File: src/rtl/id_stage_pipe.sv
// RV32I decode stage: registered, handshaked decode packet with regfile read,
// illegal-encoding detection, load-use bubble insertion and flush.
module id_stage_pipe #(
    parameter int XLEN        = 32,
    parameter int RA_W        = 5,
    parameter int LOAD_USE_EN = 1,
    parameter int CNT_W       = 16
) (
    input  logic             clk,
    input  logic             rst_n,
    input  logic             flush_i,
    input  logic             if_valid_i,
    output logic             if_ready_o,
    input  logic [31:0]      if_ins_i,
    input  logic [XLEN-1:0]  if_addr_i,
    output logic [RA_W-1:0]  rs1_addr_o,
    output logic [RA_W-1:0]  rs2_addr_o,
    input  logic [XLEN-1:0]  rs1_data_i,
    input  logic [XLEN-1:0]  rs2_data_i,
    output logic             ex_valid_o,
    input  logic             ex_ready_i,
    output logic [31:0]      ex_ins_o,
    output logic [XLEN-1:0]  ex_addr_o,
    output logic [XLEN-1:0]  ex_src1_o,
    output logic [XLEN-1:0]  ex_src2_o,
    output logic [XLEN-1:0]  ex_imm_o,
    output logic [RA_W-1:0]  ex_rd_addr_o,
    output logic             ex_wb_en_o,
    output logic             ex_mem_rd_o,
    output logic             ex_mem_wr_o,
    output logic             ex_branch_o,
    output logic             ex_jump_o,
    output logic             ex_illegal_o,
    output logic [CNT_W-1:0] stall_cnt_o,
    output logic [CNT_W-1:0] bubble_cnt_o
);
    localparam logic [6:0] OP_LUI    = 7'b0110111;
    localparam logic [6:0] OP_AUIPC  = 7'b0010111;
    localparam logic [6:0] OP_JAL    = 7'b1101111;
    localparam logic [6:0] OP_JALR   = 7'b1100111;
    localparam logic [6:0] OP_BRANCH = 7'b1100011;
    localparam logic [6:0] OP_LOAD   = 7'b0000011;
    localparam logic [6:0] OP_STORE  = 7'b0100011;
    localparam logic [6:0] OP_IMM    = 7'b0010011;
    localparam logic [6:0] OP_OP     = 7'b0110011;
    localparam logic [6:0] F7_ALT    = 7'b0100000;

    typedef enum logic [1:0] {SEL_ZERO, SEL_REG, SEL_ADDR, SEL_IMM} sel_t;

    typedef struct packed {
        logic [31:0]     ins;
        logic [XLEN-1:0] addr;
        logic [XLEN-1:0] src1;
        logic [XLEN-1:0] src2;
        logic [XLEN-1:0] imm;
        logic [RA_W-1:0] rd;
        logic            wb_en;
        logic            mem_rd;
        logic            mem_wr;
        logic            branch;
        logic            jump;
        logic            illegal;
    } pkt_t;

    pkt_t             pkt_reg, pkt_next;
    logic             valid_reg;
    logic [CNT_W-1:0] stall_cnt_reg, bubble_cnt_reg;

    logic [6:0]      opcode, funct7;
    logic [2:0]      funct3;
    logic [4:0]      rd_f, rs1_f, rs2_f;
    logic            uses_rs1, uses_rs2, has_rd, illegal;
    logic            mem_rd, mem_wr, branch, jump;
    sel_t            src1_sel, src2_sel;
    logic [31:0]     imm32;
    logic [XLEN-1:0] imm_ext, rs1_val, rs2_val;
    logic            adv, hazard, accept, stall_inc, bubble_inc;

    assign opcode = if_ins_i[6:0];
    assign rd_f   = if_ins_i[11:7];
    assign funct3 = if_ins_i[14:12];
    assign rs1_f  = if_ins_i[19:15];
    assign rs2_f  = if_ins_i[24:20];
    assign funct7 = if_ins_i[31:25];

    always_comb begin
        uses_rs1 = 1'b0;
        uses_rs2 = 1'b0;
        has_rd   = 1'b0;
        illegal  = 1'b0;
        mem_rd   = 1'b0;
        mem_wr   = 1'b0;
        branch   = 1'b0;
        jump     = 1'b0;
        src1_sel = SEL_ZERO;
        src2_sel = SEL_ZERO;
        imm32    = '0;
        case (opcode)
            OP_LUI: begin
                has_rd = 1'b1; imm32 = {if_ins_i[31:12], 12'b0}; src2_sel = SEL_IMM;
            end
            OP_AUIPC: begin
                has_rd = 1'b1; imm32 = {if_ins_i[31:12], 12'b0};
                src1_sel = SEL_ADDR; src2_sel = SEL_IMM;
            end
            OP_JAL: begin
                has_rd = 1'b1; jump = 1'b1; src1_sel = SEL_ADDR; src2_sel = SEL_IMM;
                imm32 = {{12{if_ins_i[31]}}, if_ins_i[19:12], if_ins_i[20], if_ins_i[30:21], 1'b0};
            end
            OP_JALR: begin
                has_rd = 1'b1; uses_rs1 = 1'b1; jump = 1'b1;
                src1_sel = SEL_REG; src2_sel = SEL_IMM;
                imm32 = {{20{if_ins_i[31]}}, if_ins_i[31:20]};
                illegal = (funct3 != 3'b000);
            end
            OP_BRANCH: begin
                uses_rs1 = 1'b1; uses_rs2 = 1'b1; branch = 1'b1;
                src1_sel = SEL_REG; src2_sel = SEL_REG;
                imm32 = {{20{if_ins_i[31]}}, if_ins_i[7], if_ins_i[30:25], if_ins_i[11:8], 1'b0};
                illegal = (funct3 == 3'b010) || (funct3 == 3'b011);
            end
            OP_LOAD: begin
                has_rd = 1'b1; uses_rs1 = 1'b1; mem_rd = 1'b1;
                src1_sel = SEL_REG; src2_sel = SEL_IMM;
                imm32 = {{20{if_ins_i[31]}}, if_ins_i[31:20]};
                illegal = (funct3 == 3'b011) || (funct3 == 3'b110) || (funct3 == 3'b111);
            end
            OP_STORE: begin
                uses_rs1 = 1'b1; uses_rs2 = 1'b1; mem_wr = 1'b1;
                src1_sel = SEL_REG; src2_sel = SEL_REG;
                imm32 = {{20{if_ins_i[31]}}, if_ins_i[31:25], if_ins_i[11:7]};
                illegal = (funct3 > 3'b010);
            end
            OP_IMM: begin
                has_rd = 1'b1; uses_rs1 = 1'b1;
                src1_sel = SEL_REG; src2_sel = SEL_IMM;
                imm32 = {{20{if_ins_i[31]}}, if_ins_i[31:20]};
                illegal = ((funct3 == 3'b001) && (funct7 != 7'd0)) ||
                          ((funct3 == 3'b101) && (funct7 != 7'd0) && (funct7 != F7_ALT));
            end
            OP_OP: begin
                has_rd = 1'b1; uses_rs1 = 1'b1; uses_rs2 = 1'b1;
                src1_sel = SEL_REG; src2_sel = SEL_REG;
                illegal = ((funct7 == F7_ALT) && (funct3 != 3'b000) && (funct3 != 3'b101)) ||
                          ((funct7 != 7'd0) && (funct7 != F7_ALT));
            end
            default: illegal = 1'b1;
        endcase
    end

    // Immediates are formed at 32 bits, then sign-extended to XLEN.
    for (genvar gi = 0; gi < XLEN; gi++) begin : g_sext
        if (gi < 32) begin : g_low
            assign imm_ext[gi] = imm32[gi];
        end else begin : g_high
            assign imm_ext[gi] = imm32[31];
        end
    end

    assign rs1_addr_o = uses_rs1 ? RA_W'(rs1_f) : '0;
    assign rs2_addr_o = uses_rs2 ? RA_W'(rs2_f) : '0;
    assign rs1_val    = (rs1_addr_o == '0) ? '0 : rs1_data_i;
    assign rs2_val    = (rs2_addr_o == '0) ? '0 : rs2_data_i;

    always_comb begin
        pkt_next      = '0;
        pkt_next.ins  = if_ins_i;
        pkt_next.addr = if_addr_i;
        pkt_next.imm  = imm_ext;
        if (illegal) begin
            pkt_next.illegal = 1'b1;
        end else begin
            case (src1_sel)
                SEL_REG:  pkt_next.src1 = rs1_val;
                SEL_ADDR: pkt_next.src1 = if_addr_i;
                default:  pkt_next.src1 = '0;
            endcase
            case (src2_sel)
                SEL_REG: pkt_next.src2 = rs2_val;
                SEL_IMM: pkt_next.src2 = imm_ext;
                default: pkt_next.src2 = '0;
            endcase
            pkt_next.rd     = has_rd ? RA_W'(rd_f) : '0;
            pkt_next.wb_en  = has_rd && (rd_f != 5'd0);
            pkt_next.mem_rd = mem_rd;
            pkt_next.mem_wr = mem_wr;
            pkt_next.branch = branch;
            pkt_next.jump   = jump;
        end
    end

    // Unused source addresses are 0 and a hazard needs rd != 0, so a plain compare suffices.
    if (LOAD_USE_EN != 0) begin : g_hazard
        assign hazard = valid_reg && pkt_reg.mem_rd && (pkt_reg.rd != '0) && if_valid_i &&
                        ((rs1_addr_o == pkt_reg.rd) || (rs2_addr_o == pkt_reg.rd));
    end else begin : g_no_hazard
        assign hazard = 1'b0;
    end

    assign adv        = !valid_reg || ex_ready_i;
    assign if_ready_o = adv && !hazard && !flush_i;
    assign accept     = if_valid_i && if_ready_o;
    assign stall_inc  = hazard && !flush_i;
    assign bubble_inc = hazard && adv && !flush_i;

    always_ff @(posedge clk or negedge rst_n) begin
        if (!rst_n) begin
            valid_reg      <= 1'b0;
            pkt_reg        <= '0;
            stall_cnt_reg  <= '0;
            bubble_cnt_reg <= '0;
        end else begin
            if (flush_i) begin
                valid_reg <= 1'b0;
            end else if (adv) begin
                valid_reg <= accept;
                if (accept) pkt_reg <= pkt_next;
            end
            if (stall_inc && (stall_cnt_reg != '1))
                stall_cnt_reg <= stall_cnt_reg + CNT_W'(1);
            if (bubble_inc && (bubble_cnt_reg != '1))
                bubble_cnt_reg <= bubble_cnt_reg + CNT_W'(1);
        end
    end

    assign ex_valid_o   = valid_reg;
    assign ex_ins_o     = pkt_reg.ins;
    assign ex_addr_o    = pkt_reg.addr;
    assign ex_src1_o    = pkt_reg.src1;
    assign ex_src2_o    = pkt_reg.src2;
    assign ex_imm_o     = pkt_reg.imm;
    assign ex_rd_addr_o = pkt_reg.rd;
    assign ex_wb_en_o   = pkt_reg.wb_en;
    assign ex_mem_rd_o  = pkt_reg.mem_rd;
    assign ex_mem_wr_o  = pkt_reg.mem_wr;
    assign ex_branch_o  = pkt_reg.branch;
    assign ex_jump_o    = pkt_reg.jump;
    assign ex_illegal_o = pkt_reg.illegal;
    assign stall_cnt_o  = stall_cnt_reg;
    assign bubble_cnt_o = bubble_cnt_reg;
endmodule

File: config.mk
export PLATFORM = sky130hd
export DESIGN_NAME = id_stage_pipe
export DESIGN_NICKNAME = d
export VERILOG_FILES = /design/src/rtl/id_stage_pipe.sv
export SDC_FILE = /design/constraint.sdc
export NUM_CORES = 1
export LEC_CHECK = 0
export CAP_MARGIN = 20
export CORE_UTILIZATION = 33
export DETAILED_ROUTE_END_ITERATION = 12
export DONT_BUFFER_PORTS = 1
export GPL_ROUTABILITY_DRIVEN = 0
export PLACE_DENSITY = 0.47
export SYNTH_ARGS = -nofsm -noshare
export SYNTH_HDL_FRONTEND = slang
export SYNTH_SLANG_ARGS = --single-unit
export TNS_END_PERCENT = 20
File: constraint.sdc
create_clock -name clk -period 2.5 [get_ports clk]
set_input_delay 0.25 -clock clk [delete_from_list [all_inputs] [get_ports clk]]
set_output_delay 0.25 -clock clk [all_outputs]
set_load 0.05 [all_outputs]
==> impl_metrics.toml, run 1 <==
[grt]
grt_overflow = 0
first_global_vias = 7888
antenna_found_initial = 2
grt_max_degree = 205
grt.total_usage_pct = 21.9
grt_first_pass_wirelength_um = 49200

[critical_path]
critPathTopFamily = "simple AND/OR/NAND/NOR gates"
cpMaxStageDelayCell = "or4_4"
r2r_setup_slack_ns = -0.14
path_max_fanout = 3
path_class = "reg -> out"
critPathLaunchType = "flip-flop"
required_ns = 2.25
r2r-start = "ex_rd_addr_o[1]"
slowest_delay_ns = 0.55
path_buf_inv = 3
timing.rr.end = "ex_addr_o[24]"
ff2ff_path_depth = 10
crit_path_end_kind = "output port"
arrival_ns = 2.44
crit_chain = "or4_4 > o2111ai_4 > buf_6 > or4_1 > o31ai_2 > buf_4 > nor2_4 > buf_8"

[logic_synthesis]
synth_xor_area_share_pct = 3.12
yosysMostFrequentCell = "dfrtp_1"
ys_top_cells_by_count = "204 x dfrtp_1, 132 x nand2_1, 67 x mux2_1"
syn_inst = 884
ys_ff_latch = 204
yosysTopAreaCellShare_pct = 53.5
synthSimpleGateAreaFrac_pct = 12.5
synth_top_family_by_area = "compound AO/OA/AOI/OAI gates"
avgSynthCellArea_sq_um = 10.8
synth_fa_ha_area_share_pct = 0.525
synthFlopType = "dfrtp_1"
yosysTopAreaCell = "dfrtp_1"
ys_types = 65
synth_area_sq_um = 9540
synth_area_leaders = "dfrtp_1 54%, mux2_1 7.9%, nand2_1 5.2%"
synth_mux_area_share_pct = 7.91
ys_warn_count = 0
synth_compound_gate_area_share_pct = 18.2
synth-edff-count = 0
async_flop_share_pct = 100
ys_seq_area_share_pct = 53.5
synth_nets = 1021

[sta]
slew_headroom_pct = 30.7
tightest_slew_ns = 1.03
rsz0062_at_grt = "yes"
max_freq_mhz = 372
slew_violations = 0
setup_viol = 167
fin_crit_sh_pct = 108
setup_ws_ns = -0.188
finClkSkew_ns = 0.00928
fin_crit_ns = 2.69
finalHoldViolCount = 204
whs_ns = -0.571

[status]
status = "complete, but fails checks"
violations = "negative hold slack, negative setup slack"

[floorplanning]
die_w_um = 172
num_io_pins = 348
design.die.area_sq_um = 29600
dieHeight_um = 172
initial_core_util_pct = 34.0
core_area_sq_um = 28100
std_cell_rows = 61

[power_and_ir_drop]
power.density_nw_per_um2 = 675
vdd_drop_max_mv = 0.442
power_mw = 8.95
power.leakage_nw = 5.79

[cells_and_area]
register_area_sq_um = 5110
syn2layout_area_growth_pct = 38.9
fillerInstances = 2649
stdcell_count = 1485
nets = 1229
multi_input_area_sq_um = 4330
final_core_util_pct = 47.2
drive_above_1_share_pct = 21.4
antennaDiodeCount = 0

[detailed_routing]
drc_errors = 0
drt_iter0_markers = 588
vias_per_cell = 5.41
post_drt_wl_per_cell_um = 23.0
wl_um = 34200
first_pass_iters = 6
via_count = 8031
ant_nets = 0

[clock_network]
clock_latency_ns = 0.52
clock-root-buffer = "clkbuf_16"
cts_tree = "built"
htreeDepth = 1
cts_hold_buf = 128
clock_sinks = 204
path_clk_slew_ns = 0.06
cts_buffers = 25
clock_path_buffers = 3

[job]
cap_violations = 0

[place]
pre_cts_ws_ns = -0.239
hpwl_um = 21500
io_buffers = 0
dp.cells = 1295

[worst_hold_path]
min_path_type = "in -> async"
==> state kept, by name (all words and copies together) (netlist names) <==
signal	flops
bubble_cnt_o	16
ex_src2_o	32
ex_illegal_o	1
ex_wb_en_o	1
ex_jump_o	1
ex_rd_addr_o	5
ex_imm_o	32
ex_ins_o	32
ex_mem_rd_o	1
ex_branch_o	1
ex_src1_o	32
ex_valid_o	1
ex_addr_o	32
ex_mem_wr_o	1
stall_cnt_o	16
==> cell type report <==
class                      count  area share [%]
timing repair buffer         247            18.0
tap                          378            3.57
sequential                   204            38.6
multi-input combinational    596            32.7
inverter                      18           0.510
clock inverter                11            1.57
clock buffer                  31            5.12
==> through the flow <==
step,area [sq um],TNS (ns)
floorplan,9690,-10.10
global placement,10600,-9.74
detailed placement,10600,-13.90
CTS,12900,-1.20
global route,13200,-29.88
finish,13200,-15.25
==> how the worst max path moves through the flow <==
stage	cells past startpoint	slack, ns	start	end
2_1_floorplan	9	-0.08	ex_rd_addr_o[0]	stall_cnt_o[12]
3_3_place_gp	7	-0.16	ex_rd_addr_o[0]	ex_src1_o[5]
3_5_place_dp	7	-0.24	ex_rd_addr_o[0]	ex_src1_o[21]
4_1_cts	8	-0.19	ex_rd_addr_o[1]	if_ready_o
5_1_grt	8	-0.27	ex_rd_addr_o[1]	if_ready_o
6_report	8	-0.19	ex_rd_addr_o[1]	if_ready_o
==> per-layer routing <==
layer | vias up | share of wire, % | track usage, %
li1 | 3638 | - | -
met1 | 4052 | 40 | 28.2
met2 | 294 | 48 | 35.6
met3 | 47 | 9.2 | 6.68
met4 | 0 | 2.1 | 5.73
met5 | - | 0 | 0
==> report_power, final <==
| group | switching [mW] | internal, mW |
|---|---|---|
| registers | 0.847 | 3.48 |
| clock network | 1.43 | 2.52 |
| logic | 0.307 | 0.360 |
==> cells in the final DEF, fill, tap and decap left out, types with 8 or more instances in the layout <==
| master | instances |
|---|---|
| o21ai_1 | 45 |
| nor2_1 | 14 |
| nand4_1 | 19 |
| buf_12 | 9 |
| nand3_1 | 12 |
| dfrtp_1 | 199 |
| o21ai_2 | 11 |
| a22oi_1 | 61 |
| nand2_1 | 130 |
| mux2_4 | 11 |
| buf_4 | 99 |
| o21ai_0 | 8 |
| mux2_1 | 56 |
| a21oi_1 | 14 |
| inv_1 | 17 |
| and3_1 | 14 |
| clkbuf_16 | 27 |
| a21o_1 | 19 |
| o31ai_1 | 19 |
| o31ai_2 | 20 |
| a221oi_1 | 12 |
| dlygate4sd3_1 | 128 |
| xnor2_1 | 29 |
==> cell families (layout without fill, tap and decap cells) <==
group / after synthesis / count (layout)
buffers and inverters: 87 / 307
AND/OR/NAND/NOR: 245 / 248
adder cells (fa/ha/maj): 4 / 4
multiplexers: 67 / 67
AO/OA/AOI/OAI: 243 / 243
XOR/XNOR: 34 / 34
flip-flops: 204 / 204
==> timing repair <==
item                                    4_1_cts  5_1_grt
cloned                                        3        2
endpoints found under the setup margin      143      172
pin swaps                                    20       22
hold endpoints to repair                    366      204
gates resized for setup                      18       45
buffers inserted                              5       10
No activity file was read; power rests on OpenSTA's default activity.
==> inputs of run 2 (changes only) <==
--- a/config.mk
+++ b/config.mk
@@ -6,10 +6,13 @@
 export NUM_CORES = 1
 export LEC_CHECK = 0
 export CAP_MARGIN = 20
+export CORE_MARGIN = 4
 export CORE_UTILIZATION = 33
+export CTS_CLUSTER_DIAMETER = 200
 export DETAILED_ROUTE_END_ITERATION = 12
 export DONT_BUFFER_PORTS = 1
 export GPL_ROUTABILITY_DRIVEN = 0
+export MAX_ROUTING_LAYER = met4
 export PLACE_DENSITY = 0.47
 export SYNTH_ARGS = -nofsm -noshare
 export SYNTH_HDL_FRONTEND = slang
==> run 2 against run 1 <==
Effect of this change:
- the flow still finishes with violations (negative hold slack, negative setup slack)
- clock skew increased by 0.014 ns
- sequential power hardly changed
- count of clock-buffer cells in the layout up 6
- clock power fell by 8.9%
- utilization increased by 2.7 points
- final cell count up 1.0%
- sequential cell count did not move
- setup slack better by 0.017 ns
- via count is 1.7% higher
- critical path type unchanged
==> impl_metrics.toml, run 2 (synthesis results as in run 1) <==
[power_and_ir_drop]
power.share.clock_pct = 40.7
p_int_mw = 6.19
power.density_nw_per_um2 = 630
switchingPower_mw = 2.66
power.share.sequential_pct = 49.1
power.leakage_nw = 6.24
vdd_drop_max_mv = 0.527
comb_power_share_pct = 10.3
p_sw_share_pct = 30.0
power_mw = 8.85

[floorplanning]
dieHeight_um = 178
design.die.area_sq_um = 31700
std_cell_rows = 61
core_area_sq_um = 28200
die_w_um = 178
initial_core_util_pct = 33.9
num_io_pins = 348

[critical_path]
slowest_delay_ns = 0.56
crit_chain = "xor2_1 > o22ai_1 > a22oi_2 > or4_4 > o31ai_4 > buf_6 > nor2_2 > buf_6"
r2r-start = "ex_rd_addr_o[0]"
critPathLaunchType = "flip-flop"
crit_path_end_kind = "output port"
path_max_fanout = 6
path_class = "reg -> out"
arrival_ns = 2.42
critPathTopFamily = "simple AND/OR/NAND/NOR gates"
ff2ff_path_depth = 8
timing.rr.end = "ex_src1_o[10]"
cpMaxStageDelayCell = "or4_4"
crit_top_cell = "buf_6"
path_buf_inv = 2
r2r_setup_slack_ns = -0.13
required_ns = 2.25

[cells_and_area]
layout_common_cells = "199 x dfrtp_1, 132 x dlygate4sd3_1, 105 x nand2_1"
layout_commonest_cell = "dfrtp_1"
antennaDiodeCount = 0
fin_area_sq_um = 14000
syn2layout_area_growth_pct = 47.3
drive_above_1_share_pct = 29.2
nets = 1245

[status]
violations = "negative hold slack, negative setup slack"
status = "complete, but fails checks"

[sta]
finalHoldViolCount = 204
setup_ws_ns = -0.171
whs_ns = -0.594
tightest_slew_ns = 0.770
rsz0062_at_grt = "yes"
setup_viol = 114
slew_violations = 0
slew_headroom_pct = 48.5
fin_crit_sh_pct = 107
finClkSkew_ns = 0.0235
max_freq_mhz = 374
fin_crit_ns = 2.67

[detailed_routing]
wl_um = 36700
ant_nets = 0
first_pass_iters = 5
drc_errors = 0
post_drt_wl_per_cell_um = 24.5
drt_iter0_markers = 531
via_count = 8164
vias_per_cell = 5.44

[grt]
grt_overflow = 0
grtUsageMet1_pct = 26.4
gr-usage-met3_pct = 6.85
grt-busiest-layer = "met2"
first_global_vias = 8175
grt.total_usage_pct = 21.4
grt_max_degree = 205
antenna_found_initial = 1
grt_util_met2_pct = 33.7
grt_first_pass_wirelength_um = 51200

[clock_network]
path_clk_slew_ns = 0.06
cts_buffers = 25
cts_tree = "built"
clock_latency_ns = 0.53
clock_sinks = 204
clock-root-buffer = "clkbuf_16"
clock_path_buffers = 3
cts_hold_buf = 132
htreeDepth = 1

[worst_hold_path]
min_path_type = "in -> async"

[place]
placed_area_sq_um = 10600
io_buffers = 0
hpwl_um = 22600

[job]
cap_violations = 0
run 2: layout make-up:
class / count / area [sq um]
fillers: 2478 / 14100
flip-flops and latches: 204 / 5110
multi-input cells: 595 / 4730
repair buffers: 264 / 2860
clock buffers: 37 / 721
well taps: 378 / 473
clock inverters: 4 / 73.8
inverters: 18 / 67.6
run 2: power by group through the flow:
| stage | clock network (mW) | logic, mW | registers (mW) |
|---|---|---|---|
| after floorplan | 0 | 0.347 | 4.33 |
| after global placement | 0 | 0.424 | 4.40 |
| after detailed placement | 0 | 0.433 | 4.40 |
| after CTS | 3.68 | 0.648 | 4.34 |
| after global routing | 3.82 | 0.965 | 4.36 |
| final | 3.60 | 0.909 | 4.34 |
run 2: how the worst max path moves through the flow:
stage          slack [ns]       startpoint         endpoint  cells after the start
6_report            -0.17  ex_rd_addr_o[0]       if_ready_o                      8
3_5_place_dp        -0.17  ex_rd_addr_o[0]    ex_src1_o[28]                      8
2_1_floorplan       -0.08  ex_rd_addr_o[0]  stall_cnt_o[12]                      9
4_1_cts             -0.13  ex_rd_addr_o[0]       if_ready_o                      8
5_1_grt             -0.26  ex_rd_addr_o[0]       if_ready_o                      8
3_3_place_gp        -0.11  ex_rd_addr_o[0]    ex_src1_o[29]                      8
run 2: repair_timing:
action / 4_1_cts / 5_1_grt
setup endpoints to repair: 68 / 185
buffers inserted: 2 / 8
hold endpoints to repair: 372 / 204
pin swaps: 6 / 37
gates cloned: 2 / 20
resized for setup: 7 / 170
run 2: per-stage QoR:
stage,util [%],setup TNS [ns],hold slack (ns),cells,setup WS [ns]
after CTS,45.5,-1.08,-0.612,1472,-0.128
after global placement,37.8,-6.67,-0.0387,1295,-0.114
final,49.9,-5.68,-0.594,1500,-0.171
after global routing,49.9,-19.39,-0.610,1500,-0.264
after detailed placement,37.8,-8.14,-0.0402,1295,-0.169
after floorplan,-,-10.10,-0.0456,884,-0.0801
run 2: metal layers:
layer / vias to the layer above / wire [um]
li1: 3687 / -
met1: 4084 / 14600
met2: 331 / 17700
met3: 62 / 3250
met4: 0 / 1200
met5: - / 0
run 2: worst reg2reg max path, delay by kind of cell, from the launching register on:
kind / cells / cell delay, ns
AO/OA/AOI/OAI: 2 / 0.43
buffers and inverters: 2 / 0.33
flip-flops: 1 / 0.44
AND/OR/NAND/NOR: 4 / 1.36
==> inputs of run 3 (changes only) <==
--- a/config.mk
+++ b/config.mk
@@ -7,13 +7,13 @@
 export LEC_CHECK = 0
 export CAP_MARGIN = 20
 export CORE_MARGIN = 4
-export CORE_UTILIZATION = 33
+export CORE_UTILIZATION = 45
 export CTS_CLUSTER_DIAMETER = 200
 export DETAILED_ROUTE_END_ITERATION = 12
 export DONT_BUFFER_PORTS = 1
 export GPL_ROUTABILITY_DRIVEN = 0
 export MAX_ROUTING_LAYER = met4
-export PLACE_DENSITY = 0.47
+export PLACE_DENSITY = 0.61
 export SYNTH_ARGS = -nofsm -noshare
 export SYNTH_HDL_FRONTEND = slang
 export SYNTH_SLANG_ARGS = --single-unit
==> run 3 against run 2 <==
Effect of this change:
- the run still ends with negative hold slack, negative setup slack left
- final cell count decreased by 10%
- global-route usage up 5.1 points
- non-clock buffer count down 49
- routed wire length decreased by 9.6%
- total power decreased by 3.6%
- fmax grew 3.2%
- largest power group unchanged
==> impl_metrics.toml, run 3 (synthesis results as in run 1) <==
[status]
status = "complete, but fails checks"
violations = "negative hold slack, negative setup slack"

[cells_and_area]
nets = 1194
syn2layout_area_growth_pct = 37.3
antennaDiodeCount = 0
stdcell_count = 1343
layout_commonest_cell = "dfrtp_1"
fin_area_sq_um = 13100
drive_above_1_share_pct = 25.1
layout_common_cells = "199 x dfrtp_1, 121 x nand2_1, 103 x dlygate4sd3_1"

[sta]
setup_viol = 34
max_freq_mhz = 386
finalHoldViolCount = 204
fin_crit_ns = 2.59
slew_headroom_pct = 41.9
tightest_slew_ns = 0.870
setup_ws_ns = -0.0891
whs_ns = -0.558
finClkSkew_ns = 0.0135
fin_crit_sh_pct = 104
rsz0062_at_grt = "yes"
fin_setup_tns_ns = -1.03
slew_violations = 0

[grt]
grt-busiest-layer = "met2"
gr-usage-met3_pct = 9.36
grt.total_usage_pct = 26.5
first_global_vias = 7931
grtUsageMet1_pct = 32.3
grt_max_degree = 205
grt_first_pass_wirelength_um = 48500
grt_overflow = 0
grt_util_met2_pct = 42.3
antenna_found_initial = 0

[floorplanning]
initial_core_util_pct = 46.4
core_area_sq_um = 20600
die_w_um = 154
design.die.area_sq_um = 23600
std_cell_rows = 52
num_io_pins = 348
dieHeight_um = 154

[critical_path]
startpoint = "ex_rd_addr_o[0]"
critPathLaunchType = "flip-flop"
crit_top_cell = "buf_12"
crit_end = "ex_imm_o[17]"
ff2ff_path_depth = 9
crit_path_end_kind = "flip-flop"
path_max_fanout = 9
r2r_setup_slack_ns = -0.09
slowest_delay_ns = 0.58
required_ns = 2.88
timing.rr.end = "ex_imm_o[17]"
path_class = "reg -> reg"
cpMaxStageDelayCell = "or4_4"
arrival_ns = 2.97
crit_chain = "xor2_1 > o22ai_1 > a22oi_2 > or4_4 > nand4_4 > buf_12 > buf_12 > clkbuf_16 > mux2_1"
r2r-start = "ex_rd_addr_o[0]"

[power_and_ir_drop]
p_int_mw = 6.00
p_sw_share_pct = 29.6
power.leakage_nw = 5.85
power.share.clock_pct = 40.5
power_mw = 8.53
comb_power_share_pct = 8.7
power.density_nw_per_um2 = 651
power.share.sequential_pct = 50.8
switchingPower_mw = 2.53
vdd_drop_max_mv = 0.495

[detailed_routing]
first_pass_iters = 5
wl_um = 33200
via_count = 8022
ant_nets = 0
drc_errors = 0
post_drt_wl_per_cell_um = 24.7
drt_iter0_markers = 554
vias_per_cell = 5.97

[clock_network]
path_clk_slew_ns = 0.06
clock_latency_ns = 0.51
htreeDepth = 1
clock-root-buffer = "clkbuf_16"
cts_tree = "built"
cts_buffers = 23
cts_hold_buf = 103
clock_sinks = 204
clock_path_buffers = 3

[place]
hpwl_um = 21000
dp.cells = 1172
placed_area_sq_um = 10300
io_buffers = 0

[job]
cap_violations = 0

[worst_hold_path]
min_path_type = "in -> async"
[run 3: changes by cell type in the layout (fill, tap and decap cells not counted), moves of 7 or more]
cell and change:
nand2_4 -10, clkbuf_16 -12, dlygate4sd3_1 -29, mux2_1 +15
a21oi_1 +7, mux2_4 -15, buf_4 -7, nand2_1 +16
[run 3: worst min path at each step]
stage               start               to  slack, ns
floorplan           rst_n  bubble_cnt_o[0]      -0.05
global placement    rst_n     ex_src2_o[8]      -0.04
detailed placement  rst_n    ex_src2_o[29]      -0.04
CTS                 rst_n      ex_branch_o      -0.57
global route        rst_n    ex_src2_o[29]      -0.57
finish              rst_n    ex_src2_o[29]      -0.56
[run 3: power by group through the flow]
stage / combinational, mW / sequential, mW / clock [mW]
finish: 0.740 / 4.33 / 3.45
global route: 0.787 / 4.35 / 3.63
CTS: 0.589 / 4.33 / 3.51
detailed placement: 0.407 / 4.39 / 0
global placement: 0.396 / 4.39 / 0
floorplan: 0.347 / 4.33 / 0
[run 3: timing repair]
| item | CTS | global route |
|---|---|---|
| resized for setup | 22 | 98 |
| setup endpoints to repair | 82 | 178 |
| hold endpoints to repair | 325 | 204 |
| gates cloned | 4 | 9 |
| buffers inserted | 2 | 13 |
| pin swaps | 6 | 43 |
[run 3: layout make-up]
type | instances | area [sq um]
clock buffer | 33 | 683
clock inverter | 8 | 93.8
fill | 1590 | 7470
inverter | 18 | 67.6
multi-input combinational | 595 | 4560
sequential | 204 | 5110
tap | 270 | 338
timing repair buffer | 215 | 2240
[run 3: routing by layer]
metal,vias up,share of wire [%]
met5,-,0
met4,0,2.9
met3,69,10
met2,374,49
met1,3989,38
li1,3590,-
[run 3: through the flow]
stage,util [%],setup WS (ns)
floorplan,-,-0.0801
global placement,50.3,-0.0519
detailed placement,50.3,-0.0630
CTS,60.1,-0.0544
global route,63.7,-0.136
finish,63.7,-0.0891
[run 3: critical path, delay by kind of cell (launching register included)]
family,cells,cell delay (ns)
AND/OR/NAND/NOR,2,0.74
buffers and inverters,3,0.47
flip-flops,1,0.43
AO/OA/AOI/OAI,2,0.35
multiplexers,1,0.32
XOR/XNOR,1,0.15
